File: config.mk
export PLATFORM = sky130hd
export DESIGN_NAME = dmem_arbiter
export DESIGN_NICKNAME = d
export VERILOG_FILES = /design/src/rtl/dmem_arb_pkg.sv /design/src/rtl/dmem_arbiter_rr_pick2.sv /design/src/rtl/dmem_arbiter.sv
export SDC_FILE = /design/constraint.sdc
export NUM_CORES = 1
export LEC_CHECK = 0
export ABC_AREA = 1
export BUFFER_PORTS_ARGS = -buffer_cell sky130_fd_sc_hd__buf_4
export CORE_ASPECT_RATIO = 0.5
export CORE_UTILIZATION = 40
export CTS_CLUSTER_DIAMETER = 200
export DETAILED_ROUTE_END_ITERATION = 6
export GPL_ROUTABILITY_DRIVEN = 0
export GPL_TIMING_DRIVEN = 0
export PLACE_DENSITY = 0.72
export SLEW_MARGIN = 0
export SYNTH_ARGS = -nofsm -noshare
export SYNTH_HDL_FRONTEND = slang
export SYNTH_SLANG_ARGS = --single-unit
File: constraint.sdc
create_clock -name clk -period 2 [get_ports clk]
set_input_delay 0.3 -clock clk [delete_from_list [all_inputs] [get_ports clk]]
set_output_delay 0.3 -clock clk [all_outputs]
set_load 0.02 [all_outputs]
File: src/rtl/dmem_arb_pkg.sv
// dmem_arb_pkg: shared state encoding, requester indices and wait-counter width for dmem_arbiter
package dmem_arb_pkg;
  typedef enum logic [1:0] {IDLE, BUSY, RESP} state_e;
  localparam int REQ_CORE = 0;
  localparam int REQ_DBG = 1;
  localparam int CNT_W = 8;
endpackage

File: src/rtl/dmem_arbiter_rr_pick2.sv
// rr_pick2: two-way round-robin pick; req[1:0] in, last (index served last) in, one-hot gnt[1:0] out
module rr_pick2
  import dmem_arb_pkg::*;
(
  input  logic [1:0] req,
  input  logic       last,
  output logic [1:0] gnt
);
  assign gnt = (req == 2'b11) ? ((last == 1'(REQ_DBG)) ? 2'b01 : 2'b10) : req;
endmodule

File: src/rtl/dmem_arbiter.sv
// dmem_arbiter: core/debug arbiter in front of a single data memory; ports: clk, reset (async low), req/we/addr/wdata per requester, gnt/rvalid/rdata/err back, mem_* to memory
module dmem_arbiter
  import dmem_arb_pkg::*;
#(
  parameter int ADDR_W  = 32,
  parameter int DATA_W  = 32,
  parameter int TIMEOUT = 15
) (
  input  logic                clk,
  input  logic                reset,
  input  logic [1:0]          req,
  input  logic [1:0]          we,
  input  logic [2*ADDR_W-1:0] addr,
  input  logic [2*DATA_W-1:0] wdata,
  output logic [1:0]          gnt,
  output logic [1:0]          rvalid,
  output logic [DATA_W-1:0]   rdata,
  output logic                err,
  output logic                mem_en,
  output logic                mem_we,
  output logic [ADDR_W-1:0]   mem_addr,
  output logic [DATA_W-1:0]   mem_wdata,
  input  logic [DATA_W-1:0]   mem_rdata,
  input  logic                mem_ready
);
  state_e            state_q, state_d;
  logic              owner_q, owner_d, last_q, last_d, we_q, we_d, err_q, err_d;
  logic [ADDR_W-1:0] addr_q, addr_d;
  logic [DATA_W-1:0] wdata_q, wdata_d, rdata_q, rdata_d;
  logic [CNT_W-1:0]  cnt_q, cnt_d;
  logic [1:0]        pick;
  rr_pick2 u_pick (.req(req), .last(last_q), .gnt(pick));
  always_ff @(posedge clk or negedge reset)
    if (!reset) state_q <= IDLE;
    else state_q <= state_d;
  // last_q resets to debug so the core wins the first tie
  always_ff @(posedge clk or negedge reset)
    if (!reset) begin
      owner_q <= 1'b0;
      last_q  <= 1'(REQ_DBG);
      we_q    <= 1'b0;
      err_q   <= 1'b0;
      addr_q  <= '0;
      wdata_q <= '0;
      rdata_q <= '0;
      cnt_q   <= '0;
    end else begin
      owner_q <= owner_d;
      last_q  <= last_d;
      we_q    <= we_d;
      err_q   <= err_d;
      addr_q  <= addr_d;
      wdata_q <= wdata_d;
      rdata_q <= rdata_d;
      cnt_q   <= cnt_d;
    end
  // counter leaves BUSY on reaching TIMEOUT, so it can never wrap
  always_comb begin
    state_d = state_q;
    owner_d = owner_q;
    last_d  = last_q;
    we_d    = we_q;
    err_d   = err_q;
    addr_d  = addr_q;
    wdata_d = wdata_q;
    rdata_d = rdata_q;
    cnt_d   = cnt_q;
    case (state_q)
      IDLE: if (|pick) begin
        owner_d = pick[REQ_DBG];
        we_d    = we[pick[REQ_DBG]];
        addr_d  = pick[REQ_DBG] ? addr[2*ADDR_W-1:ADDR_W] : addr[ADDR_W-1:0];
        wdata_d = pick[REQ_DBG] ? wdata[2*DATA_W-1:DATA_W] : wdata[DATA_W-1:0];
        cnt_d   = '0;
        state_d = BUSY;
      end
      BUSY: if (mem_ready) begin
        rdata_d = we_q ? '0 : mem_rdata;
        err_d   = 1'b0;
        state_d = RESP;
      end else begin
        cnt_d = cnt_q + 1'b1;
        if (cnt_d == CNT_W'(TIMEOUT)) begin
          rdata_d = '0;
          err_d   = 1'b1;
          state_d = RESP;
        end
      end
      RESP: begin
        last_d  = owner_q;
        state_d = IDLE;
      end
      default: state_d = IDLE;
    endcase
  end
  // gnt is also masked by reset so it reads zero while reset is held
  always_comb begin
    gnt       = (state_q == IDLE && reset) ? pick : 2'b00;
    rvalid    = (state_q == RESP) ? (owner_q ? 2'b10 : 2'b01) : 2'b00;
    mem_en    = state_q == BUSY;
    mem_we    = (state_q == BUSY) && we_q;
    mem_addr  = addr_q;
    mem_wdata = wdata_q;
    rdata     = rdata_q;
    err       = err_q;
  end
endmodule

==> summary.txt <==
Run status
  – Run status: completed

Power and ir drop
  – Register share of total power: 34.1%
  – Leak Pwr: roughly 3.9 nW
  – Cell Int Power: 6.610 mW
  – P_sw: 4.635 mW
  – Pwr per Cell Area: ~1400 nW/um^2
  – Switching share of power: 41.22%
  – Worst ir drop on vdd: 0.0005805 V
  – Comb power frac: approximately half
  – Overall power: between 10 and 15 mW
  – Clock power frac: 17.3%

Clocking
  – Clk sinks: 110
  – Clock buffer count from CTS: 9
  – Worst-path clk slew: roughly 0.070 ns
  – CTS H-Tree Depth: 3
  – Maximum clock path buffer count: 2
  – TritonCTS clock tree: yes
  – Root buffer cell: clkbuf_16
  – Clock Latency Late Sink: 0.34 ns

Setup path
  – CP Launch Type: flop
  – Crit path required time: 1.70 ns
  – Worst Setup End Kind: output port
  – Crit-path cells: nand2_1 > nand2_1 > buf_6 > nor2_1 > buf_4
  – R2R Setup Slk: ~0.16 ns
  – Worst path max stage delay: 0.54 ns
  – Reg2reg path depth: 6
  – Critical path fanouts, max: 19
  – Worst EP arrival: 1.60 ns
  – Worst path slowest cell: dfstp_2
  – Kind of critical path: reg -> out
  – CP startpoint: last_q$_DFFE_PN1N_
  – Crit path to: gnt[1]
  – Most common cell on crit path: nand2_1
  – RR Startpoint: last_q$_DFFE_PN1N_
  – RR Endpoint: mem_wdata[3]$_DFFE_PN0P_

STA
  – Post-Route Skew: 0.004508 ns
  – Slew headroom: between 20% and 30%
  – Least-Margin Pin Slew: 1.067 ns
  – Min cycle time layout: 1.901 ns
  – Period utilization: 95.06%
  – # setup viols final: 0
  – Highest clock rate: approximately 0.53 GHz
  – Final Hold Vio Count: 0
  – RSZ-0062 raised after global routing: false
  – Final Slew Violations: 0
  – Setup_tns: 0 ns

Job
  – Maximum Capacitance Violations: 0

Route
  – Final wirelength: 16.47 mm
  – DR iter-0 viols: 325
  – DRC: 0
  – Via density: 5.118
  – Antenna Nets Post-Route: 0
  – WL/cell: 15.61 um
  – Drt pass-1 iters: 7
  – Vias: 5400

Logic synthesis
  – Synth Register Bits: 110
  – Yosys warns: 0
  – Post-synthesis average cell area: 8.515 um^2
  – Area leader, netlist: dfrtp_1
  – FFs w/ async S/R, synth: 100.0%
  – Synth Cell Area: 5117 um^2
  – Post-synth cell types: 27
  – Share of the synthesized area in the top cell type: around 53%
  – Synth Instances: 601
  – Post-synth EDFFs: 0
  – Top cells by area, synth: dfrtp_1 53%, nand2_1 11%, nand3_1 9.7%
  – Syn Nets: 770
  – Seq/Total Area, Yosys: 53.81%
  – Main flop type after synthesis: dfrtp_1

Global route
  – First-pass GRT wire length: 25.29 mm
  – Number of global-route vias before repair: 5108
  – Pin count of the biggest net entering global routing: 53
  – Initial antenna violation count: 0
  – Total Routing Usage GR: 24.43%
  – GR Overflow Total: 0

Die
  – Core footprint: 12120 um^2
  – Total Die Area: 13280 um^2
  – Row cnt: 28
  – Boundary Pins: 270
  – Initial Util: 42.22%
  – DIE HEIGHT: 81.98 um
  – Die Wd: 162.0 um

Worst hold path
  – Hold WC Path Type: in -> async

Placed design
  – Port Buffers: 269
  – Hpwl dp: ~12 mm
  – Dpl cell area: ~7400 um^2

Layout
  – Commonest non-fill, non-tap cells in the layout: 275 x buf_4, 155 x nand2_1, 109 x dfrtp_1
  – Final Cell Area: 7774 um^2
  – Share of cells above drive strength 1: 37.42%
  – Final nets: 1055
  – Antenna cells: 0
  – Most common cell after layout, fill and taps aside: buf_4
  – Layout area overhead: 51.91%
  – Fillers: between 1k and 1.5k
## cell type report
cell class | count | area (um^2) | area share, %
buffer | 43 | 236.5 | 3.042
tap | 165 | 206.4 | 2.656
timing repair buffer | 275 | 2123 | 27.31
clock buffer | 12 | 256.5 | 3.300
sequential | 110 | 2754 | 35.43
multi-input combinational | 430 | 2066 | 26.57
inverter | 17 | 63.81 | 0.8209
clock inverter | 3 | 67.56 | 0.8691
## state kept, by name (all words and copies together) (netlist names)
signal / flops
err: 1
mem_addr: 32
mem_wdata: 32
owner_q: 1
state_q: 2
cnt_q: 8
last_q: 1
we_q: 1
rdata: 32
## synth_stat cells (2+ instances only)
cell type  instances
inv_1             17
dfrtp_1          109
nand3_2           12
o21ai_0            7
buf_1              2
buf_6              3
clkbuf_1          19
nand4_1            2
nor2_2             5
nor2_1            73
buf_4              5
buf_2             14
nand2_1          155
a31oi_1           65
ha_1               2
nand3_1           99
a21oi_1            2
## worst max-delay path: cells and delay by family, from the launching register on
kind                   cells  cell delay, ns
buffers and inverters      2            0.38
and+or+nand+nor            3            0.35
DFF                        1            0.54
## through the flow
step           std cells  setup slack, ns  utilization (%)  hold WS (ns)
2_1_floorplan        601           0.3712                -      0.004409
3_3_place_gp        1035          -0.2403            60.58        0.4779
5_1_grt             1055          0.02624            64.13      0.004110
4_1_cts             1053          0.07310            63.98     0.0009195
6_report            1055          0.09881            64.13       0.01125
3_5_place_dp        1036          0.07169            60.84        0.1758
## power by group through the flow
stage                     logic [mW]  registers [mW]  clock network [mW]
after global routing            5.91            3.96                2.07
after floorplan                 1.95            4.86                   0
after global placement          5.40            3.81                   0
final                           5.46            3.84                1.95
after CTS                       5.49            3.83                1.99
after detailed placement        5.47            3.85                   0
## worst min-delay path by stage
stage | to | cells past startpoint | slack, ns | from
floorplan | cnt_q[0]$_DFFE_PN0P_ | 0 | 0.004 | reset
global placement | last_q$_DFFE_PN1N_ | 2 | 0.48 | last_q$_DFFE_PN1N_
detailed placement | mem_addr[12]$_DFFE_PN0P_ | 1 | 0.18 | reset
CTS | last_q$_DFFE_PN1N_ | 2 | 0.0009 | reset
global route | last_q$_DFFE_PN1N_ | 2 | 0.004 | reset
finish | last_q$_DFFE_PN1N_ | 2 | 0.01 | reset
## repair_timing
action                                  in CTS  in global routing
pin swaps                                    0                  1
endpoints found under the setup margin       1                  9
hold buffers                                 3                  0
cloned                                       0                  0
resized for setup                            1                  1
buffers inserted                             0                  2
hold endpoints to repair                    24                  0
## cell families (layout without fill, tap and decap cells)
family | count (synthesis) | in the layout | share of synthesized area [%]
adders and majority gates | 2 | 2 | 0.4889
buffers and inverters | 61 | 350 | 5.819
AOI/OAI and AO/OA | 79 | 79 | 9.511
DFF | 110 | 110 | 53.81
and+or+nand+nor | 349 | 349 | 30.37
## routing by layer
layer	vias up	wire [um]	track usage, %
met5	-	0	0
met4	0	225	6.887
met3	19	905	4.394
met2	201	8463	43.35
met1	2584	6878	31.05
li1	2596	-	-
(Power assumes the default switching activity.)
